==> src/rtl/reg_status_file_pkg.sv <==
// reg_status_file_pkg: shared widths, tag encoding and storage types for the register status file.
package reg_status_file_pkg;
    localparam int TAG_W = 4;
    localparam int XLEN = 32;
    localparam int REG_CNT = 32;
    localparam int REG_IDX_W = 5;
    localparam logic [TAG_W-1:0] NO_TAG = '0;
    typedef logic [TAG_W-1:0] tag_t;
    typedef logic [XLEN-1:0] word_t;
    typedef logic [REG_IDX_W-1:0] idx_t;
endpackage

==> src/rtl/reg_status_file_read_port.sv <==
// reg_status_file_read_port: one combinational source-operand read with same-cycle commit bypass.
module reg_status_file_read_port
    import reg_status_file_pkg::*;
(
    input  idx_t  idx_i,
    input  word_t stored_val_i,
    input  tag_t  stored_tag_i,
    input  logic  cdb_active_i,
    input  tag_t  cdb_tag_i,
    input  word_t cdb_val_i,
    output word_t val_o,
    output tag_t  tag_o
);
    logic hit;
    assign hit   = stored_tag_i != NO_TAG && cdb_active_i && cdb_tag_i == stored_tag_i;
    assign val_o = idx_i == '0 ? '0 : hit ? cdb_val_i : stored_val_i;
    assign tag_o = (idx_i == '0 || hit) ? NO_TAG : stored_tag_i;
endmodule

==> src/rtl/reg_status_file.sv <==
// reg_status_file: architectural registers plus rename tags, updated by commit, dispatch and flush.
module reg_status_file
    import reg_status_file_pkg::*;
(
    input  logic  clk_in,
    input  logic  rst_in,
    input  logic  rdy_in,
    input  logic  issue_valid,
    input  idx_t  issue_rd_idx,
    input  tag_t  issue_rob_tag,
    input  logic  cdb_active,
    input  tag_t  cdb_tag,
    input  word_t cdb_val,
    input  idx_t  cdb_rd_idx,
    input  logic  predict_fail,
    input  idx_t  rs1_idx,
    input  idx_t  rs2_idx,
    output word_t rs1_val,
    output tag_t  rs1_tag,
    output word_t rs2_val,
    output tag_t  rs2_tag,
    output logic [31:0] commit_cnt
);
    word_t       val_q [REG_CNT];
    word_t       val_d [REG_CNT];
    tag_t        tag_q [REG_CNT];
    tag_t        tag_d [REG_CNT];
    logic [31:0] cnt_q, cnt_d;

    // Commit first, then issue/flush, so a same-cycle issue overrides the tag clear.
    always_comb begin
        val_d = val_q;
        tag_d = tag_q;
        cnt_d = cnt_q;
        if (rdy_in) begin
            if (cdb_active) begin
                if (cdb_rd_idx != '0) begin
                    val_d[cdb_rd_idx] = cdb_val;
                    if (tag_q[cdb_rd_idx] == cdb_tag) tag_d[cdb_rd_idx] = NO_TAG;
                end
                cnt_d = cnt_q + 32'd1;
            end
            if (predict_fail) tag_d = '{default: NO_TAG};
            else if (issue_valid && issue_rd_idx != '0) tag_d[issue_rd_idx] = issue_rob_tag;
        end
    end

    always_ff @(posedge clk_in or negedge rst_in) begin
        if (!rst_in) begin
            val_q <= '{default: '0};
            tag_q <= '{default: NO_TAG};
            cnt_q <= '0;
        end else begin
            val_q <= val_d;
            tag_q <= tag_d;
            cnt_q <= cnt_d;
        end
    end

    assign commit_cnt = cnt_q;

    reg_status_file_read_port u_rd1 (
        .idx_i(rs1_idx), .stored_val_i(val_q[rs1_idx]), .stored_tag_i(tag_q[rs1_idx]),
        .cdb_active_i(cdb_active), .cdb_tag_i(cdb_tag), .cdb_val_i(cdb_val),
        .val_o(rs1_val), .tag_o(rs1_tag)
    );

    reg_status_file_read_port u_rd2 (
        .idx_i(rs2_idx), .stored_val_i(val_q[rs2_idx]), .stored_tag_i(tag_q[rs2_idx]),
        .cdb_active_i(cdb_active), .cdb_tag_i(cdb_tag), .cdb_val_i(cdb_val),
        .val_o(rs2_val), .tag_o(rs2_tag)
    );
endmodule

==> config.mk <==
export PLATFORM = sky130hd
export DESIGN_NAME = reg_status_file
export DESIGN_NICKNAME = d
export VERILOG_FILES = /design/src/rtl/reg_status_file_pkg.sv /design/src/rtl/reg_status_file_read_port.sv /design/src/rtl/reg_status_file.sv
export SDC_FILE = /design/constraint.sdc
export NUM_CORES = 2
export LEC_CHECK = 0
export ABC_CLOCK_PERIOD_IN_PS = 5000
export CAP_MARGIN = 20
export CORE_UTILIZATION = 45
export DETAILED_ROUTE_END_ITERATION = 7
export GPL_ROUTABILITY_DRIVEN = 1
export PLACE_DENSITY = 0.65
export SYNTH_ARGS = -nofsm -noshare
export SYNTH_HDL_FRONTEND = slang
export SYNTH_SLANG_ARGS = --single-unit
==> constraint.sdc <==
create_clock -name clk_in -period 5 [get_ports clk_in]
set_input_delay 0.75 -clock clk_in [delete_from_list [all_inputs] [get_ports clk_in]]
set_output_delay 0.75 -clock clk_in [all_outputs]
set_load 0.005 [all_outputs]
# Word level (Yosys, flattened, before mapping)
# Cells that the tools add are included.
# word_totals
ff_bits,1184
input_bits,66
word_cells,133
output_inout_bits,104
# op_classes
n_eq_ne,3
n_addsub,1
order_cmp,6
reduce_logical,17
mux,35
n_bitwise,6
# op_table
op,count
$bwmux 1024,1
$mux 128,6
$bmux 32 s5,2
$mux 32,9
$demux 32 s5,1
$and 128x128->128,1
$bwmux 128,1
$not 128->128,1
$bmux 4 s5,3
$demux 4 s5,2
$mux 4,10
$add 32x1->32 const B,1
$ge 6x6->1 const B,4
$not 5->6,4
$eq 4x4->1,3
$lt 6x1->1 const B,2
$logic_not 5->1,2
$reduce_bool 5->1,2
$reduce_bool 4->1,2
$logic_and 1x1->1,7
$reduce_and 3->1,1
$logic_or 1x1->1,2
$reduce_and 2->1,1

# Depth between registers and ports, before layout
# depth
word_depth,14
ltp_mapped,12
depth_no_buf,7

# Modules after synthesis
# From an unflattened synthesis, not the netlist that was laid out.
# hier_totals
hier_cells,4432
hier_area_um2,66236.0
# by_module_without_submodules
module,seq_area_each_um2,area_each_um2,instances,cells_each
reg_status_file,29628.4,64599.5,1,4184
reg_status_file_read_port,0.0,818.3,2,124

# Worst setup path before layout
# Ideal clock, no wire load.
# synth_path
kind,in2out
startpoint,input rs2_idx[0]
endpoint,output rs2_val[14]
n_path_buf,3
required_ns,4.250
setup_slack_ns,1.256
cell_stages,8
arrival_ns,2.994
path_cell_list,clkbuf_1 buf_2 buf_2 mux4_2 mux4_2 mux2_2 nand2_1 mux2i_1
# synth_via
elab_chain_cells,9
elab_cells_between_ends,14
classes_between,1 x eq/ne; 8 x mux; 1 x bitwise; 4 x reduce/logical
# synth_lines
element,line_no,rtl
start: declaration,reg_status_file.sv:17,"input idx_t rs2_idx,"
$not 5->6 (implied by the code),reg_status_file.sv:69,".idx_i(rs2_idx), .stored_val_i(val_q[rs2_idx]), .stored_tag_i(tag_q[rs2_idx]),"
$bmux 4 s5,reg_status_file.sv:69,
$mux 4 (implied by the code) (2 in a row),reg_status_file.sv:69,
$reduce_bool 4->1,reg_status_file_read_port.sv:15,assign hit = stored_tag_i != NO_TAG && cdb_active_i && cdb_tag_i == stored_tag_i;
$logic_and 1x1->1 (2 in a row),reg_status_file_read_port.sv:15,
$mux 32,reg_status_file_read_port.sv:16,assign val_o = idx_i == '0 ? '0 : hit ? cdb_val_i : stored_val_i;
$mux 32 (*),reg_status_file_read_port.sv:16,
end: declaration,reg_status_file.sv:20,"output word_t rs2_val,"
# Mark *: on every way between the ends. The rest lies on a longest branch, timed or not. The select of a mux whose other input is x is not followed.

# Worst setup path after layout
# layout_path
startpoint,register tag_q[66] (netlist bit)
endpoint,output rs1_tag[0]
# layout_via
elab_chain_cells,8
elab_cells_between_ends,9
classes_between,1 x eq/ne; 4 x mux; 4 x reduce/logical
# layout_lines
element,line_no,rtl
start: declaration,reg_status_file.sv:26,tag_t tag_q [REG_CNT];
start signal: assignment,reg_status_file.sv:55,tag_q <= tag_d;
$bmux 4 s5 (*),reg_status_file.sv:63,".idx_i(rs1_idx), .stored_val_i(val_q[rs1_idx]), .stored_tag_i(tag_q[rs1_idx]),"
$mux 4 (implied by the code) (*) (2 in a row),reg_status_file.sv:63,
$reduce_bool 4->1,reg_status_file_read_port.sv:15,
$logic_and 1x1->1,reg_status_file_read_port.sv:15,
$logic_and 1x1->1 (*),reg_status_file_read_port.sv:15,
$logic_or 1x1->1 (*),reg_status_file_read_port.sv:17,assign tag_o = (idx_i == '0 || hit) ? NO_TAG : stored_tag_i;
$mux 4 (*),reg_status_file_read_port.sv:17,
end: declaration,reg_status_file.sv:19,"output tag_t rs1_tag,"
# Marked as above.

==> results.json <==
{
  "outcome": "finished with violations",
  "violations": "hold timing",
  "cp-end-kind": "output pin",
  "report.final.slew_viol_count": 0,
  "yosysTopAreaCell": "dfrtp_1",
  "antenna_found_initial": 3,
  "rsz0062_at_grt": "false",
  "syn_area_per_cell_sq_um": 14.7,
  "grt_max_degree": 141,
  "ys_seq_area_frac": 0.447,
  "cts_hold_buf": 0,
  "ys_warn_count": 0,
  "area_growth_pct": 13.9,
  "layout.nets": 4588,
  "synth_area_leaders": "dfrtp_1 45%, mux4_2 24%, mux2_2 18%",
  "netlist_area_sq_um": 66400,
  "crit_slowest_cell": "clkdlybuf4s50_1",
  "powerDensity_nw_per_um2": 361,
  "fin_worst_skew_ns": 0.0201,
  "synth_most_common_cell": "dfrtp_1",
  "cp.required_ns": 4.25,
  "num_io_pins": 170,
  "routedWlPerCell_microns": 30.0,
  "initial_core_util": 0.455,
  "hold_path_class": "primary input to asynchronous set/reset pin",
  "placed_cell_area_sq_um": 70700,
  "clkTransAtPathRegs_ns": 0.07,
  "grt_usage": 0.269,
  "drc_errors": 0,
  "numCtsBuffers": 137,
  "cts.sinks": 1184,
  "firstDrtPassIters": 8,
  "clockBufferDepth": 3,
  "fmax_mhz": 205,
  "n_fill_cell": 11900,
  "use_met1": 0.383,
  "core_area_sq_um": 146000,
  "final_cell_area_sq_um": 75600,
  "critical-path-top-delay-family": "buffers and inverters",
  "num_antenna_cells": 0,
  "tns_ns": 0,
  "path_max_fanout": 20,
  "dominantRegCellSynth": "dfrtp_1",
  "use_met3": 0.0470,
  "critPathKind": "register to output pin",
  "die_w_microns": 386,
  "leakage_nw": 32.3,
  "first_iter_violations": 4041,
  "synthCells": 4503,
  "viasPerCell": 6.54,
  "worstSetupStartpointType": "register",
  "rows": 140,
  "synthesis.nets": 4570,
  "wl_microns": 197000,
  "holdWs_ns": -0.108,
  "period_share": 0.977,
  "globalRouteOverflowTotal": 0,
  "cts_setup_buffers": 0,
  "grt.busiest_layer": "met2",
  "drv_cap": 0,
  "cp_slowest_stage_delay_ns": 0.59,
  "critPathBufInv": 3,
  "crit_arrival_ns": 4.13,
  "ir_worst_vdd_mv": 0.400,
  "cts.htree.levels": 4,
  "setup_viol": 0,
  "dp_hpwl_microns": 117000,
  "clkLatencyLatePin_ns": 0.77,
  "ys_seq_elements": 1184,
  "routabilityCongestion": 0.944,
  "grtUsageMet2": 0.417,
  "netlist_top_cells_count": "1184 x dfrtp_1, 1056 x mux2_2, 718 x mux4_2",
  "die_h_microns": 386,
  "cts-resized-gates": 0,
  "worst_pin_slew_ns": 1.21,
  "grt_pass1_wl_microns": 296000,
  "hold_viol": 10,
  "utilization": 0.518,
  "cts_root_buf": "clkbuf_16",
  "cts_tree": "built",
  "fin_crit_ns": 4.88,
  "grt_pass1_vias": 43900,
  "ant_nets": 0,
  "synth_cell_types": 53,
  "path_cells": "mux4_2 > o22ai_1 > nor4_1 > buf_4 > nor3_1 > nor2_1 > o2111a_4 > buf_12 > nor3b_1 > clkdlybuf4s50_1",
  "drive_gt1_frac": 0.493,
  "vias": 42800,
  "synth_top_area_share": 0.447,
  "synth-async-reset-ratio": 1.00,
  "die-area_sq_um": 149000,
  "slew_headroom": 0.195,
  "synth-edff-count": 0,
  "port_buffers": 169
}
## power by group
part           total, mW  leakage (nW)  internal (mW)  switching, mW
Clock               10.5          2.31           6.23           4.23
Sequential          11.9          15.8           10.8           1.03
Combinational       4.98          14.2           2.96           2.02
Total               27.3          32.3           20.0           7.28
## per-stage QoR
stage / power [mW] / instances / worst slack, ns / hold slack (ns)
after global routing: 28.4 / 6545 / 0.0369 / 0.00611
final: 27.3 / 6545 / 0.116 / -0.108
after CTS: 27.5 / 6538 / 0.140 / 0.0111
after detailed placement: 16.9 / 6292 / 0.230 / 0.383
after floorplan: 15.2 / 4503 / 1.26 / 0.441
after global placement: 16.8 / 6292 / 0.208 / 0.376
## sequential cells by signal (all words and copies together) (netlist names)
register and cells:
val_q 1024, tag_q 128, commit_cnt 32
## area by class of cell
cell class | instances | area, sq um | share of cell area
multi-input combinational | 2835 | 34900 | 0.461
clock buffer | 190 | 3950 | 0.0523
clock inverter | 56 | 758 | 0.0100
timing repair buffer | 353 | 3930 | 0.0520
tap | 1917 | 2400 | 0.0317
sequential | 1184 | 29600 | 0.392
inverter | 10 | 38.8 | 0.000513
## cells in the final DEF, fill, tap and decap left out, types with 29 or more instances in the layout
cell	instances
a21oi_1	79
nand2_1	285
a22oi_1	60
mux4_2	718
clkbuf_8	32
mux2i_1	96
mux2_2	1056
dfrtp_1	1184
o21ai_1	124
buf_12	58
xnor2_1	29
buf_4	124
o22ai_1	32
nor2_1	112
nand3_1	41
clkdlybuf4s50_1	157
clkbuf_16	140
## routing by layer
| metal | vias up | share of wire |
|---|---|---|
| met4 | 4 | 0.035 |
| met3 | 400 | 0.076 |
| met5 | - | 0.00012 |
| met2 | 1853 | 0.47 |
| met1 | 23100 | 0.42 |
| li1 | 17400 | - |
## cell families (layout without fill, tap and decap cells)
kind of cell / count (synthesis) / count (layout) / synth area share
simple gates: 599 / 599 / 0.0448
compound gates: 326 / 326 / 0.0329
fa+ha+maj: 1 / 1 / 0.000189
flops: 1184 / 1184 / 0.447
buf+inv: 484 / 609 / 0.0325
mux: 1872 / 1872 / 0.438
xor+xnor: 37 / 37 / 0.00488
## worst paths after layout
| kind | startpoint | endpoint | slack (ns) | depth (start not counted) |
|---|---|---|---|---|
| setup reg to reg | tag_q[109] | tag_q[120] | 2.07 | 8 |
| min in group clk_in | val_q[1000] | val_q[1000] | 0.39 | 0 |
| hold reg to reg | val_q[1000] | val_q[1000] | 0.39 | 0 |
| hold / removal | rst_in | tag_q[101] | -0.11 | 1 |
| max in group asynchronous | rst_in | val_q[115] | 3.56 | 2 |
| setup / recovery | tag_q[66] | rs1_tag[0] | 0.12 | 10 |
Note: power is estimated with default switching activity, not from simulation.
